<file path="src/rtl/result_collector.sv">
// Checks adder results against a delayed a+b model, counts matches/mismatches
// and packs the checked result bytes into 32-bit words queued in an output FIFO.
module result_collector #(
   parameter int unsigned LATENCY    = 1,
   parameter int unsigned FIFO_DEPTH = 8,
   parameter int unsigned TOTAL      = 2000000
) (
   input  logic        clk_i,
   input  logic        reset_i,
   input  logic        in_valid_i,
   input  logic [7:0]  a_i,
   input  logic [7:0]  b_i,
   input  logic [7:0]  res_i,
   output logic [31:0] word_o,
   output logic        word_valid_o,
   input  logic        word_ready_i,
   output logic [31:0] match_cnt_o,
   output logic [31:0] mismatch_cnt_o,
   output logic        overflow_o,
   output logic        done_o
);

   localparam int unsigned AW      = $clog2(FIFO_DEPTH);
   localparam logic [31:0] TOTAL_W = 32'(TOTAL);
   localparam logic [AW:0] DEPTH_W = (AW + 1)'(FIFO_DEPTH);

   logic              armed;
   logic [31:0]       issued, checked;
   logic [LATENCY-1:0] pv;
   logic [7:0]        pe [LATENCY];
   logic              accept, check, hit, last;
   logic [1:0]        pk_cnt;
   logic [31:0]       pk_data, pk_next;
   logic              push_q;
   logic [31:0]       push_word;
   logic [31:0]       mem [FIFO_DEPTH];
   logic [AW-1:0]     wr_ptr, rd_ptr;
   logic [AW:0]       count;
   logic              full, pop, wr_en, done_q, ovf_q;

   // One-flop release stage: transactions are taken from the second edge after release.
   always_ff @(posedge clk_i or negedge reset_i) begin
      if (!reset_i) armed <= 1'b0;
      else          armed <= 1'b1;
   end

   assign accept = in_valid_i && armed && (issued != TOTAL_W);
   assign check  = pv[LATENCY-1];
   assign hit    = (res_i == pe[LATENCY-1]);
   assign last   = check && (checked == TOTAL_W - 32'd1);

   always_ff @(posedge clk_i or negedge reset_i) begin
      if (!reset_i) begin
         pv <= '0;
         for (int unsigned i = 0; i < LATENCY; i++) pe[i] <= '0;
      end else begin
         pv[0] <= accept;
         pe[0] <= a_i + b_i;
         for (int unsigned i = 1; i < LATENCY; i++) begin
            pv[i] <= pv[i-1];
            pe[i] <= pe[i-1];
         end
      end
   end

   always_ff @(posedge clk_i or negedge reset_i) begin
      if (!reset_i) begin
         issued         <= '0;
         checked        <= '0;
         match_cnt_o    <= '0;
         mismatch_cnt_o <= '0;
      end else begin
         if (accept) issued <= issued + 32'd1;
         if (check) begin
            checked <= checked + 32'd1;
            if (hit && match_cnt_o != '1)     match_cnt_o    <= match_cnt_o + 32'd1;
            if (!hit && mismatch_cnt_o != '1) mismatch_cnt_o <= mismatch_cnt_o + 32'd1;
         end
      end
   end

   always_comb begin
      pk_next = pk_data;
      case (pk_cnt)
         2'd0:    pk_next[7:0]   = res_i;
         2'd1:    pk_next[15:8]  = res_i;
         2'd2:    pk_next[23:16] = res_i;
         default: pk_next[31:24] = res_i;
      endcase
   end

   // Packer clears after each hand-off, so a flushed partial word has zero upper bytes.
   always_ff @(posedge clk_i or negedge reset_i) begin
      if (!reset_i) begin
         pk_cnt    <= '0;
         pk_data   <= '0;
         push_q    <= 1'b0;
         push_word <= '0;
      end else begin
         push_q <= 1'b0;
         if (check) begin
            if (pk_cnt == 2'd3 || last) begin
               push_q    <= 1'b1;
               push_word <= pk_next;
               pk_cnt    <= '0;
               pk_data   <= '0;
            end else begin
               pk_cnt  <= pk_cnt + 2'd1;
               pk_data <= pk_next;
            end
         end
      end
   end

   assign full  = (count == DEPTH_W);
   assign pop   = (count != '0) && word_ready_i;
   assign wr_en = push_q && (!full || pop);

   always_ff @(posedge clk_i) begin
      if (wr_en) mem[wr_ptr] <= push_word;
   end

   always_ff @(posedge clk_i or negedge reset_i) begin
      if (!reset_i) begin
         wr_ptr <= '0;
         rd_ptr <= '0;
         count  <= '0;
         ovf_q  <= 1'b0;
         done_q <= 1'b0;
      end else begin
         if (wr_en) wr_ptr <= wr_ptr + 1'b1;
         if (pop)   rd_ptr <= rd_ptr + 1'b1;
         case ({wr_en, pop})
            2'b10:   count <= count + 1'b1;
            2'b01:   count <= count - 1'b1;
            default: count <= count;
         endcase
         if (push_q && full && !pop) ovf_q <= 1'b1;
         if (checked == TOTAL_W && pk_cnt == 2'd0 && !push_q && count == '0) done_q <= 1'b1;
      end
   end

   assign word_valid_o = (count != '0);
   assign word_o       = word_valid_o ? mem[rd_ptr] : '0;
   assign overflow_o   = ovf_q;
   assign done_o       = done_q;

endmodule
</file>
<file path="config.mk">
export PLATFORM = sky130hd
export DESIGN_NAME = result_collector
export DESIGN_NICKNAME = d
export VERILOG_FILES = /design/src/rtl/result_collector.sv
export SDC_FILE = /design/constraint.sdc
export NUM_CORES = 1
export LEC_CHECK = 0
export ABC_AREA = 1
export BUFFER_PORTS_ARGS = -buffer_cell sky130_fd_sc_hd__buf_2
export CAP_MARGIN = 15
export CORE_AREA = 2 2 206 208
export DETAILED_ROUTE_END_ITERATION = 10
export DIE_AREA = 0 0 208 210
export PLACE_DENSITY = 0.73
export SLEW_MARGIN = 0
export SYNTH_ARGS = -nofsm -noshare
export SYNTH_HDL_FRONTEND = slang
export SYNTH_SLANG_ARGS = --single-unit
</file>
<file path="constraint.sdc">
create_clock -name clk_i -period 3.9 [get_ports clk_i]
set_input_delay 1.17 -clock clk_i [delete_from_list [all_inputs] [get_ports clk_i]]
set_output_delay 1.17 -clock clk_i [all_outputs]
set_load 0.01 [all_outputs]
</file>
==> results_dict.tcl, run 1 <==
set metrics [dict create \
    fin_util_pct 61.5 \
    numCtsBuffers 49 \
    root_buffer "clkbuf_16" \
    insertion_delay_ns 0.59 \
    worst_pin_slew_ns 0.869 \
    stdcell_area_um2 25500 \
    path_class "reg -> out" \
    clockBufferDepth 3 \
    clkTransAtPathRegs_ns 0.06 \
    worstPathArrival_ns 2.54 \
    crit_top_cell "nor2_1" \
    dr.pass1.iters 5 \
    cts_setup_buffers 0 \
    final-seq-area_um2 13100 \
    hold_path_startpoint "done_o" \
    worstHoldEndpoint "done_o" \
    crit_path_max_incr_delay_ns 0.58 \
    slew_viol_final 0 \
    port_buffers 126 \
    gp_congestion 0.918 \
    holdWs_ns 0.464 \
    cp.required_ns 2.73 \
    routed_via_density 5.39 \
    dp_hpwl_um 34200 \
    drc 0 \
    status "finished clean" \
    min_period_over_period_pct 95.1 \
    ff2ff_setup_slack_ns 1.34 \
    io_pins 127 \
    r2r_start "check" \
    die_w_um 208 \
    finalSetupViolations 0 \
    synth_nets 2616 \
    cts_tree "built" \
    pre_cts_ws_ns 0.923 \
    num_rows 75 \
    r2r_end "mismatch_cnt_o[20]" \
    max_freq_ghz 0.270 \
    holdCritPathClass "reg -> reg" \
    antenna_found_initial 1 \
    final_hold_viol_count 0 \
    setup_tns_ns 0 \
    cp_slowest_cell "dfrtp_4" \
    drv_cap 0 \
    crit_path_start "rd_ptr[0]" \
    placed_cells_incl_taps 3167 \
    path_cells "clkinv_2 > buf_12 > nor2_1 > o32ai_1 > nor2_1 > nor2_1 > buf_2" \
    finalNonFillerCells 3258 \
    period_needed_ns 3.71 \
    start_util_pct 54.5 \
    ys_top_cells_by_area "edfxtp_1 (34%), dfrtp_1 (24%), nand2_1 (14%)" \
    vias 17600 \
    die_h_um 210 \
    overflow 0 \
    yosys_register_bits 473 \
    vdd_drop_max_uv 306 \
    htreeDepth 2 \
    async_reset_ff_share_pct 45.9 \
    synth_top_area_share_pct 34.0 \
    worst_slack_ns 0.191 \
    grt_pass1_vias 17000 \
    grt_use_total_pct 24.5 \
    multi_input_area_um2 8570 \
    cp_max_fo 96 \
    grt_first_pass_wirelength_um 86800 \
    grt_max_degree 97 \
    syn_avg_cell_area_um2 8.80 \
    place_area_um2 23900 \
    drt_wl_total_um 52900 \
    p_leak_nw 10.7 \
    core-area_um2 41500 \
    ys.warnings.count 0 \
    drt_iter0_drc 1456 \
    cts_hold_buf 0 \
    area_growth_pct 12.9 \
    slew_headroom_pct 42.0 \
    clock_sinks 473 \
    avgRoutedWirePerCell_um 16.2 \
    critPathLaunchType "register" \
    cts_resized 0 \
    drive_above_1_share_pct 9.75 \
    ant_nets 0 \
    power_density_nw_per_um2 608 \
    fin_worst_skew_ns 0.0128 \
    synth_area_leader_cell "edfxtp_1" \
    rr_worst_depth 5 \
    finalPower_mw 15.5 \
    synth-edff-count 256 \
    rsz0062_at_grt "false" \
    ys_types 40 \
    synth_flop_cell "edfxtp_1" \
    die_area_um2 43700 \
    fin_nets 2728 \
    whs_path_depth 1 \
    netlist_area_um2 22600 \
    nFillCells 3494 \
    syn_inst 2567 \
    endpoint_kind "output pin" \
    seq_area_frac_synth_pct 58.0 \
]
## layout by cell type (no fill, tap or decap), drive strengths merged, types with 2 or more instances in the layout
cell and n:
a21oi 5, nand3 74, clkinvlp 2, nor2 497
nor3 10, buf 156, inv 133, o21ai 209
clkinv 24, nand4 17, clkbuf 58, or2 3
edfxtp 256, o32ai 32, nand2 844, dfrtp 217
nand3b 33, ha 20, xnor2 27, bufinv 6
o22ai 26, xor2 62, o21bai 2
## worst max-delay path by stage
stage,end,slack (ns),cells after the start
floorplan,mem[0][0],0.44,5
global route,word_o[21],0.1,7
detailed placement,word_o[1],0.92,7
finish,word_o[21],0.19,7
CTS,word_o[21],0.22,7
global placement,word_o[14],0.95,7
## worst max-delay path, delay by kind of cell (launching register included)
kind,cells,cell delay [ns]
buf+inv,3,0.58
flops,1,0.58
simple gates,3,0.37
compound gates,1,0.30
## metal layers
metal	global-route usage, %	share of wire (%)	vias up	wire (um)
li1	-	-	8597	-
met1	33.2	43	8398	22900
met2	41.3	48	478	25600
met3	3.55	5.6	98	2980
met4	7.34	2.6	0	1400
met5	0	0	-	0
## state kept, by name (all words and copies together), names as in the netlist
signal / count
mem: 256
checked: 32
issued: 32
match_cnt_o: 32
mismatch_cnt_o: 32
pk_data: 32
push_word: 32
pe: 8
count: 4
rd_ptr: 3
wr_ptr: 3
pk_cnt: 2
armed: 1
check: 1
done_o: 1
overflow_o: 1
push_q: 1
## cell families after synthesis
group	Yosys count	synth area share, %
xor gates and xnor gates	89	3.45
and+or+nand+nor	1480	26.2
DFF	473	58.0
AOI/OAI and AO/OA	275	6.82
adders and majority gates	21	1.20
buffers and inverters	228	4.32
other	1	0.0166
## synth_stat cells (all sizes together) (2+ instances only)
master,instances
nor2,497
edfxtp,256
nand4,17
clkbuf,45
o22ai,26
xnor2,27
o21ai,209
inv,132
o21bai,2
a21oi,5
o32ai,32
nand3,74
nor3,10
xor2,62
nand2,844
ha,20
dfrtp,217
buf,50
or2,3
nand3b,33
## final cells by class
cell class	instances	share of cell area, %
sequential	473	51.5
multi-input combinational	1866	33.6
clock buffer	58	5.06
timing repair buffer	156	3.98
tap	539	2.64
inverter	133	1.96
clock inverter	32	1.31
antenna	1	0.00981
## power by group
group | switching, mW | leakage, nW | internal, mW | total (mW)
clock network | 1.95 | 0.801 | 2.77 | 4.72
registers | 0.713 | 5.21 | 6.15 | 6.86
logic | 2.56 | 4.71 | 1.37 | 3.93
Note: power is estimated with default switching activity, not from simulation.
==> run 2, diff against run 1 <==
==> constraint.sdc (replaced) <==
create_clock -name clk_i -period 3.9 [get_ports clk_i]
set_input_delay 0.195 -clock clk_i [delete_from_list [all_inputs] [get_ports clk_i]]
set_output_delay 0.195 -clock clk_i [all_outputs]
set_load 0.01 [all_outputs]
==> run 2 against run 1 <==
  * Combinational power down 3%
  * Via count is 0.44% higher
  * Sequential power rose by 0.7%
  * Clock skew is 0.0041 ns higher
  * Wire length up 0.60%
  * Cell area up 0.16%
  * Die area unchanged
  * Cell count up 0.46%
  * Setup slack gained 0.49 ns
  * Global-route usage hardly changed
  * Flip-flop and latch count unchanged
  * Fmax is 15% higher
==> results_dict.tcl, run 2 (synthesis results as in run 1) <==
set metrics [dict create \
    setup_tns_ns 0 \
    cp_slowest_cell "clkinv_2" \
    min_period_over_period_pct 82.5 \
    numCtsBuffers 49 \
    worst_pin_slew_ns 1.00 \
    core-area_um2 41500 \
    crit_path_max_incr_delay_ns 0.62 \
    cts_tree "built" \
    clock_sinks 473 \
    drc 0 \
    finalSetupViolations 0 \
    htreeDepth 2 \
    routed_via_density 5.39 \
    drt_wl_total_um 53200 \
    slew_viol_final 0 \
    rsz0062_at_grt "false" \
    overflow 0 \
    die_area_um2 43700 \
    grt_max_degree 107 \
    crit_top_cell "o21ai_1" \
    vias 17600 \
    path_class "reg -> out" \
    place_area_um2 23700 \
    clockBufferDepth 3 \
    drv_cap 0 \
    grt_pass1_vias 16900 \
    path_cells "clkinv_2 > buf_4 > o21ai_0 > o21ai_1 > o21ai_1 > nor2_1 > buf_2" \
    final_cell_mix "nand2_1 (840), nor2_1 (481), edfxtp_1 (256)" \
    worstPathArrival_ns 3.02 \
    gp_congestion 0.970 \
    finalPower_mw 15.5 \
    fin_nets 2742 \
    top_register "mem" \
    fin_worst_skew_ns 0.0169 \
    dr.pass1.iters 7 \
    root_buffer "clkbuf_16" \
    die_h_um 210 \
    power_density_nw_per_um2 605 \
    stdcell_area_um2 25600 \
    drive_above_1_share_pct 9.62 \
    grt_first_pass_wirelength_um 86500 \
    avgRoutedWirePerCell_um 16.3 \
    p_leak_nw 10.7 \
    holdCritPathClass "in -> reg" \
    critPathLaunchType "register" \
    cts_setup_buffers 0 \
    diodes 0 \
    pre_cts_ws_ns 1.26 \
    cp_max_fo 51 \
    slew_headroom_pct 33.2 \
    period_needed_ns 3.22 \
    port_buffers 126 \
    antenna_found_initial 0 \
    start_util_pct 54.5 \
    final_hold_viol_count 0 \
    cp.required_ns 3.70 \
    worst_slack_ns 0.681 \
    ant_nets 0 \
    cpLargestDelayFamily "buffers and inverters" \
    grt_use_total_pct 24.4 \
    layout_commonest_cell "nand2_1" \
    vdd_drop_max_uv 351 \
    largest_reg_flops 256 \
    io_pins 127 \
    dp_hpwl_um 34000 \
    drt_iter0_drc 1312 \
    max_freq_ghz 0.311 \
    insertion_delay_ns 0.59 \
    clkTransAtPathRegs_ns 0.06 \
    num_rows 75 \
    path_buf_inv 3 \
    die_w_um 208 \
    status "finished clean" \
    endpoint_kind "output pin" \
    area_growth_pct 13.1 \
]
==> run 2: cell types whose count changed in the layout (fill, tap and decap cells not counted) <==
cell	change
buf_12	-11
buf_4	+7
buf_8	+1
bufinv_16	-2
clkbuf_1	+5
clkbuf_8	+7
clkinv_1	-4
clkinv_2	-7
clkinv_8	+1
clkinvlp_4	+2
diode_2	-1
dlygate4sd3_1	+17
inv_16	-1
inv_6	+1
==> run 2: path summary, 6_finish.rpt <==
| kind | start | to | slack [ns] | cells after the start |
|---|---|---|---|---|
| worst max register to register | mismatch_cnt_o[0] | mismatch_cnt_o[25] | 1.24 | 10 |
| worst min-delay path | a_i[1] | pe[2] | 0.03 | 3 |
| worst max-delay path | rd_ptr[0] | word_o[21] | 0.68 | 7 |
| max in group asynchronous | reset_i | match_cnt_o[0] | 2.73 | 3 |
| worst min register to register | overflow_o | overflow_o | 0.48 | 1 |
| min in group asynchronous | reset_i | issued[7] | 0.24 | 2 |
==> run 2: worst register-to-register path, delay by kind of cell, from the launching register on <==
family	cells	cell delay (ns)
and+or+nand+nor	7	1.07
buffers and inverters	2	0.77
DFF	1	0.45
adders and majority gates	1	0.31
==> run 2: per-layer routing <==
| layer | vias up | share of wire [%] | routed length (um) | global-route usage [%] |
|---|---|---|---|---|
| li1 | 8632 | - | - | - |
| met3 | 94 | 6.5 | 3430 | 3.74 |
| met5 | - | 0 | 0 | 0 |
| met1 | 8345 | 42 | 22600 | 32.5 |
| met2 | 578 | 49 | 26000 | 41.5 |
| met4 | 0 | 2.3 | 1210 | 7.87 |
==> run 2: area by class of cell <==
type	count	area, um^2
clock buffers	70	1410
multi-input cells	1866	8570
clock inverters	22	245
repair buffers	170	1030
well taps	539	674
inverters	133	500
fillers	3452	15900
flip-flops and latches	473	13100
==> run 2: what timing repair did <==
action                                 CTS  global route
hold buffers                            16             1
endpoints found under the hold margin  112             1
resized for setup                        0             0
==> run 2: metrics by stage <==
| step | utilization (%) | std cells | hold WS, ns |
|---|---|---|---|
| floorplan | - | 2567 | -0.101 |
| global placement | 57.2 | 3163 | 0.312 |
| detailed placement | 57.2 | 3163 | 0.318 |
| CTS | 61.6 | 3271 | 0.00842 |
| finish | 61.6 | 3273 | 0.0301 |
| global route | 61.6 | 3273 | 0.0594 |
==> run 2: power breakdown <==
group | total, mW | switching [mW] | internal [mW]
logic | 3.80 | 2.47 | 1.33
registers | 6.91 | 0.769 | 6.15
clock network | 4.74 | 1.96 | 2.79
